File: src/rtl/toggle_event_decoder.sv
// toggle_event_decoder: turns six toggle levels into one-shot event codes
// and queues them for a valid/ready consumer in a small FIFO.
//
// Ports:
//   clk, reset (sync, active-high)
//   tgl_*        toggle levels, one flip per action
//   evt_ready    consumer accepts head event
//   clr_ovf      clears evt_overflow
//   evt_valid    FIFO not empty
//   evt_code     head event code (0 when empty)
//   evt_overflow sticky event-loss flag
//   fifo_level   current occupancy
//   evt_stamp    head grant timestamp (EVT_TIMESTAMP_EN only)
//
// Build option: define EVT_TIMESTAMP_EN to add the timestamp counter,
// per-entry stamp storage and the evt_stamp port.
module toggle_event_decoder #(
  parameter int DEPTH = 4,
  parameter int TS_W  = 16
) (
  input  logic                     clk,
  input  logic                     reset,
  input  logic                     tgl_energia,
  input  logic                     tgl_medicina,
  input  logic                     tgl_test,
  input  logic                     tgl_test_mode,
  input  logic                     tgl_fot,
  input  logic                     tgl_ult,
  input  logic                     evt_ready,
  input  logic                     clr_ovf,
  output logic                     evt_valid,
  output logic [2:0]               evt_code,
  output logic                     evt_overflow,
  output logic [$clog2(DEPTH):0]   fifo_level
`ifdef EVT_TIMESTAMP_EN
  ,
  output logic [TS_W-1:0]          evt_stamp
`endif
);

  localparam int AW = $clog2(DEPTH);
  localparam logic [AW:0] CNT_FULL = (AW+1)'(DEPTH);

  if ((DEPTH < 2) || ((DEPTH & (DEPTH - 1)) != 0)) begin : g_depth_chk
    $error("DEPTH must be a power of 2, at least 2");
  end
  if (TS_W < 1) begin : g_tsw_chk
    $error("TS_W must be at least 1");
  end

  // Bit i holds the source whose event code is i+1.
  logic [5:0] raw;
  assign raw = {tgl_ult, tgl_fot, tgl_test_mode,
                tgl_test, tgl_medicina, tgl_energia};

  logic [5:0] s1_q, s2_q, s3_q;
  logic [5:0] edge_w;

  // Loading the raw level into all stages during reset means a level
  // already high at release is not mistaken for a transition.
  always_ff @(posedge clk) begin
    if (reset) begin
      s1_q <= raw;
      s2_q <= raw;
      s3_q <= raw;
    end else begin
      s1_q <= raw;
      s2_q <= s1_q;
      s3_q <= s2_q;
    end
  end

  assign edge_w = s2_q ^ s3_q;

  logic [5:0]    pend_q, pend_d;
  logic [5:0]    gnt;
  logic [2:0]    gnt_code;
  logic          push, pop, can_push;
  logic          lost;
  logic          ovf_q, ovf_d;
  logic [AW-1:0] wr_q, wr_d, rd_q, rd_d;
  logic [AW:0]   cnt_q, cnt_d;
  logic [2:0]    mem_code [DEPTH];

  assign pop      = evt_valid & evt_ready;
  // A full FIFO still accepts a push when the head leaves this cycle.
  assign can_push = (cnt_q != CNT_FULL) | pop;

  always_comb begin
    gnt      = '0;
    gnt_code = 3'd0;
    if (can_push) begin
      if (pend_q[3]) begin
        gnt[3] = 1'b1; gnt_code = 3'd4;
      end else if (pend_q[2]) begin
        gnt[2] = 1'b1; gnt_code = 3'd3;
      end else if (pend_q[1]) begin
        gnt[1] = 1'b1; gnt_code = 3'd2;
      end else if (pend_q[0]) begin
        gnt[0] = 1'b1; gnt_code = 3'd1;
      end else if (pend_q[5]) begin
        gnt[5] = 1'b1; gnt_code = 3'd6;
      end else if (pend_q[4]) begin
        gnt[4] = 1'b1; gnt_code = 3'd5;
      end
    end
  end

  assign push = |gnt;

  // An edge on a source already pending (and not being granted) is lost;
  // an edge coinciding with a grant simply re-arms the bit.
  assign lost   = |(edge_w & pend_q & ~gnt);
  assign pend_d = (pend_q & ~gnt) | edge_w;

  always_comb begin
    ovf_d = ovf_q;
    if (lost) begin
      ovf_d = 1'b1;
    end else if (clr_ovf) begin
      ovf_d = 1'b0;
    end
  end

  always_comb begin
    wr_d  = wr_q;
    rd_d  = rd_q;
    cnt_d = cnt_q;
    if (push) begin
      wr_d = wr_q + AW'(1);
    end
    if (pop) begin
      rd_d = rd_q + AW'(1);
    end
    unique case ({push, pop})
      2'b10:   cnt_d = cnt_q + (AW+1)'(1);
      2'b01:   cnt_d = cnt_q - (AW+1)'(1);
      default: cnt_d = cnt_q;
    endcase
  end

  always_ff @(posedge clk) begin
    if (reset) begin
      pend_q <= '0;
      ovf_q  <= 1'b0;
      wr_q   <= '0;
      rd_q   <= '0;
      cnt_q  <= '0;
    end else begin
      pend_q <= pend_d;
      ovf_q  <= ovf_d;
      wr_q   <= wr_d;
      rd_q   <= rd_d;
      cnt_q  <= cnt_d;
    end
  end

  always_ff @(posedge clk) begin
    if (push) begin
      mem_code[wr_q] <= gnt_code;
    end
  end

  assign evt_valid    = (cnt_q != '0);
  assign evt_code     = evt_valid ? mem_code[rd_q] : 3'd0;
  assign evt_overflow = ovf_q;
  assign fifo_level   = cnt_q;

`ifdef EVT_TIMESTAMP_EN
  logic [TS_W-1:0] ts_q, ts_d;
  logic [TS_W-1:0] mem_ts [DEPTH];

  assign ts_d = ts_q + TS_W'(1);

  always_ff @(posedge clk) begin
    if (reset) begin
      ts_q <= '0;
    end else begin
      ts_q <= ts_d;
    end
  end

  always_ff @(posedge clk) begin
    if (push) begin
      mem_ts[wr_q] <= ts_q;
    end
  end

  assign evt_stamp = evt_valid ? mem_ts[rd_q] : '0;
`endif

endmodule
File: config.mk
export PLATFORM = sky130hd
export DESIGN_NAME = toggle_event_decoder
export DESIGN_NICKNAME = d
export VERILOG_FILES = /design/src/rtl/toggle_event_decoder.sv
export SDC_FILE = /design/constraint.sdc
export NUM_CORES = 1
export LEC_CHECK = 0
export CAP_MARGIN = 5
export CORE_MARGIN = 2
export CORE_UTILIZATION = 50
export CTS_CLUSTER_DIAMETER = 40
export DETAILED_ROUTE_END_ITERATION = 8
export PLACE_DENSITY = 0.74
export SYNTH_ARGS = -nofsm -noshare
export SYNTH_HDL_FRONTEND = slang
export SYNTH_SLANG_ARGS = --single-unit
File: constraint.sdc
create_clock -name clk -period 2.6 [get_ports clk]
set_input_delay 0.65 -clock clk [delete_from_list [all_inputs] [get_ports clk]]
set_output_delay 0.65 -clock clk [all_outputs]
set_load 0.03 [all_outputs]
==> flow_metrics.env <==
export IMPL_synth_yosys_seq_area_share=0.565
export IMPL_status="finished clean"
export IMPL_timing_critical_path_from_type="primary input"
export IMPL_cts_tree="done"
export IMPL_drt_wl_total_um=2870
export IMPL_dieHeight_um=64.7
export IMPL_n_fill_cell=301
export IMPL_synth_async_sr_flop_share=0
export IMPL_detailed_place_area_um2=2110
export IMPL_cts_clk_slew_worst_paths_ns=0.07
export IMPL_setup_ws_ns=0.0974
export IMPL_synthDominantCellAreaShare=0.369
export IMPL_fin_crit_ns=2.50
export IMPL_route_detailed_drc=0
export IMPL_hold_worst_slack_ns=0.445
export IMPL_tritoncts_num_buffers=5
export IMPL_i_o_pin_cnt=18
export IMPL_power_report_internal_total_uw=1390
export IMPL_worstPathArrival_ns=2.72
export IMPL_finalHoldViolCount=0
export IMPL_achievable_frequency_ghz=0.400
export IMPL_placementRows=22
export IMPL_cts_root_buffer_cell="sky130_fd_sc_hd__clkbuf_8"
export IMPL_largest_net_degree_at_the_start_of_global_routing=14
export IMPL_skew_ns=0.00309
export IMPL_antenna_cells=0
export IMPL_layout_drive_gt1_share=0.103
export IMPL_synthXorXnorAreaFrac=0.0523
export IMPL_dp_hpwl_um=2200
export IMPL_required_ns=2.82
export IMPL_post_synth_mux_area_share=0.0421
export IMPL_rsz0062_at_grt="no"
export IMPL_dp_worst_setup_slack_ns=-0.325
export IMPL_timing_final_setup_violations=0
export IMPL_switchingPower_uw=693
export IMPL_cts_hold_buf=0
export IMPL_count_of_unique_library_cells_instantiated_by_yosys=27
export IMPL_grt_pass1_vias=1196
export IMPL_timing_final_max_slew_violations=0
export IMPL_antenna_found_initial=0
export IMPL_synth_net_count=192
export IMPL_hold_start="s1_q[1]"
export IMPL_numClockSinks=46
export IMPL_synthesis_instances=176
export IMPL_antenna_violating_nets_post_route=0
export IMPL_netlist_top_cells_area="sky130_fd_sc_hd__dfxtp_1 37%, sky130_fd_sc_hd__edfxtp_1 20%, sky130_fd_sc_hd__o21ai_0 4.9%, sky130_fd_sc_hd__inv_1 4.7%, sky130_fd_sc_hd__xnor2_1 3.8%"
export IMPL_route_detailed_wl_per_inst_um=11.4
export IMPL_design_area_um2=2200
export IMPL_comb_power_share=0.334
export IMPL_cts_buffer_depth=2
export IMPL_slew_limit_headroom=0.700
export IMPL_horiz_die_dim_um=64.7
export IMPL_gr_usage_all_layers=0.163
export IMPL_yosysWarningCount=0
export IMPL_p_per_area_nw_per_um2=948
export IMPL_wire_length_of_the_first_global_routing_pass_um=5120
export IMPL_worstSetupStartpoint="evt_ready"
export IMPL_pwr_share_clk=0.190
export IMPL_coreArea_um2=3610
export IMPL_finish_net_count=218
export IMPL_slowest_delay_ns=0.46
export IMPL_tns_ns=0
export IMPL_crit_fanout=2
export IMPL_io_buffers=17
export IMPL_detail_route_iter0_violations=24
export IMPL_cp_cell_sequence="clkdlybuf4s50_1 -> nor4b_4 -> a21oi_1 -> inv_1 -> ha_1 -> inv_1 -> fa_1 -> xor2_1 -> or3_1 -> a21oi_1"
export IMPL_mappedNetlistArea_um2=1840
export IMPL_holdCritPathClass="flip-flop to flip-flop"
export IMPL_floorplan_initialDensity=0.511
export IMPL_r2r_start="fifo_level[0]"
export IMPL_cts_max_level=2
export IMPL_synthToLayoutAreaGrowth_pct=19.3
export IMPL_netSwitchingFraction=0.332
export IMPL_area_enclosed_by_the_die_boundary_um2=4190
export IMPL_timing_final_crit_share=0.963
export IMPL_synth_adder_area_share=0.0448
export IMPL_synth_top_cells_by_count="34 x sky130_fd_sc_hd__dfxtp_1, 23 x sky130_fd_sc_hd__inv_1, 18 x sky130_fd_sc_hd__o21ai_0"
export IMPL_timing_worst_slew_pin_value_ns=0.449
export IMPL_timing_setup_critical_path_class="primary input to flip-flop"
export IMPL_area_fraction_in_compound_gates_after_synthesis=0.124
export IMPL_postSynthRegisterBits=46
export IMPL_irDropWorstVdd_v=0.000502
export IMPL_critical_path_slowest_cell="sky130_fd_sc_hd__clkdlybuf4s50_1"
export IMPL_clkLatencyLatePin_ns=0.29
export IMPL_place_congestion=0.884
export IMPL_drt_first_pass_iters=4
export IMPL_via_per_inst=4.90
export IMPL_endpoint_kind="flip-flop"
export IMPL_most_common_cell_in_the_synthesized_netlist="sky130_fd_sc_hd__dfxtp_1"
export IMPL_ys_dominant_reg_cell="sky130_fd_sc_hd__dfxtp_1"
export IMPL_overflow=0
export IMPL_synthSimpleGateAreaFrac=0.115
export IMPL_synth_enable_flop_cells=12
export IMPL_syn_avg_cell_area_um2=10.5
export IMPL_synth_top_family_by_area="compound AO/OA/AOI/OAI gates"
export IMPL_cap_viol_max_count=0
export IMPL_total_power_uw=2080
export IMPL_power_leakage_uw=0.000890
export IMPL_cts_setup_buffers=0
export IMPL_seq_power_share=0.476
export IMPL_synth_largest_area_cell="sky130_fd_sc_hd__dfxtp_1"
export IMPL_total_vias_in_the_final_route=1231
## critical path: cells and delay by family
kind            cells  cell delay [ns]
fa+ha+maj           2             0.53
buf+inv             3             0.60
compound gates      2             0.24
simple gates        2             0.55
xor+xnor            1             0.16
## timing repair
action,in CTS,in global routing
gates resized for setup,4,1
endpoints found under the setup margin,4,1
endpoints found under the hold margin,0,0
## power groups by stage
stage                     combinational [µW]  sequential, µW  clock (µW)
after floorplan                          456            1020           0
after global placement                   695             992           0
after detailed placement                 721            1000           0
after CTS                                704             989         410
after global routing                     774            1010         446
final                                    697             992         395
## cell families after synthesis
logic type      count (synthesis)
compound gates                 38
simple gates                   43
buf+inv                        28
xor+xnor                       11
mux                             4
fa+ha+maj                       6
flops                          46
## cell usage in the layout (no fill, tap or decap)
cell / Yosys / routed
sky130_fd_sc_hd__xor2_1: 3 / 3
sky130_fd_sc_hd__clkbuf_1: 5 / 1
sky130_fd_sc_hd__and2_1: 8 / 8
sky130_fd_sc_hd__dfxtp_1: 34 / 34
sky130_fd_sc_hd__clkbuf_8: 0 / 5
sky130_fd_sc_hd__xnor2_1: 8 / 8
sky130_fd_sc_hd__nor4b_4: 0 / 1
sky130_fd_sc_hd__or3_1: 2 / 2
sky130_fd_sc_hd__clkinv_1: 0 / 1
sky130_fd_sc_hd__inv_1: 23 / 23
sky130_fd_sc_hd__clkdlybuf4s50_1: 0 / 14
sky130_fd_sc_hd__nor2b_1: 2 / 2
sky130_fd_sc_hd__a41oi_2: 1 / 1
sky130_fd_sc_hd__edfxtp_1: 12 / 12
sky130_fd_sc_hd__o22ai_1: 1 / 1
sky130_fd_sc_hd__dlygate4sd2_1: 0 / 3
sky130_fd_sc_hd__mux4_2: 3 / 3
sky130_fd_sc_hd__a211oi_1: 2 / 2
sky130_fd_sc_hd__ha_1: 5 / 5
sky130_fd_sc_hd__fa_1: 1 / 1
sky130_fd_sc_hd__nand3_1: 1 / 1
sky130_fd_sc_hd__o31ai_1: 2 / 2
sky130_fd_sc_hd__or4b_4: 1 / 1
sky130_fd_sc_hd__a21oi_1: 12 / 12
sky130_fd_sc_hd__nor3_1: 3 / 3
sky130_fd_sc_hd__clkinv_2: 0 / 1
sky130_fd_sc_hd__buf_4: 0 / 7
sky130_fd_sc_hd__o21ba_2: 1 / 1
sky130_fd_sc_hd__nand2_1: 13 / 13
sky130_fd_sc_hd__mux2i_1: 1 / 1
sky130_fd_sc_hd__o32ai_2: 1 / 1
sky130_fd_sc_hd__o21ai_0: 18 / 18
sky130_fd_sc_hd__nor2_1: 12 / 12
## final cells by class
cell class,instances,area [µm²],area share
Sequential cell,46,1040,0.473
Tap cell,48,60.1,0.0273
Multi-Input combinational cell,102,712,0.324
Clock inverter,2,8.76,0.00398
Clock buffer,6,72.6,0.0330
Inverter,23,86.3,0.0392
Timing Repair Buffer,24,219,0.0995
## path summary, 6_finish.rpt
kind / cells after the start / endpoint / slack [ns]
worst max-delay path: 10 / fifo_level[2] / 0.1
worst min-delay path: 2 / s2_q[1] / 0.44
worst max register to register: 8 / fifo_level[2] / 0.43
worst min register to register: 2 / s2_q[1] / 0.44
## routing by layer
metal  GRT usage  share of wire
met5           0              0
met4      0.0638          0.016
met3      0.0521          0.041
met2       0.281           0.53
met1       0.188           0.42
## sequential cells by signal, summed over array words and instances, names as in the netlist, named ones only
| register | flops |
|---|---|
| s3_q | 6 |
| pend_q | 6 |
| fifo_level | 3 |
| s1_q | 6 |
| mem_code | 12 |
| rd_q | 2 |
| s2_q | 6 |
| evt_overflow | 1 |
| wr_q | 2 |
## metrics by stage
stage                     instances   util
after floorplan                 176      -
after global placement          243  0.584
after detailed placement        243  0.584
after CTS                       251  0.608
after global routing            251  0.610
final                           251  0.610
Note: power is estimated with default switching activity, not from simulation.
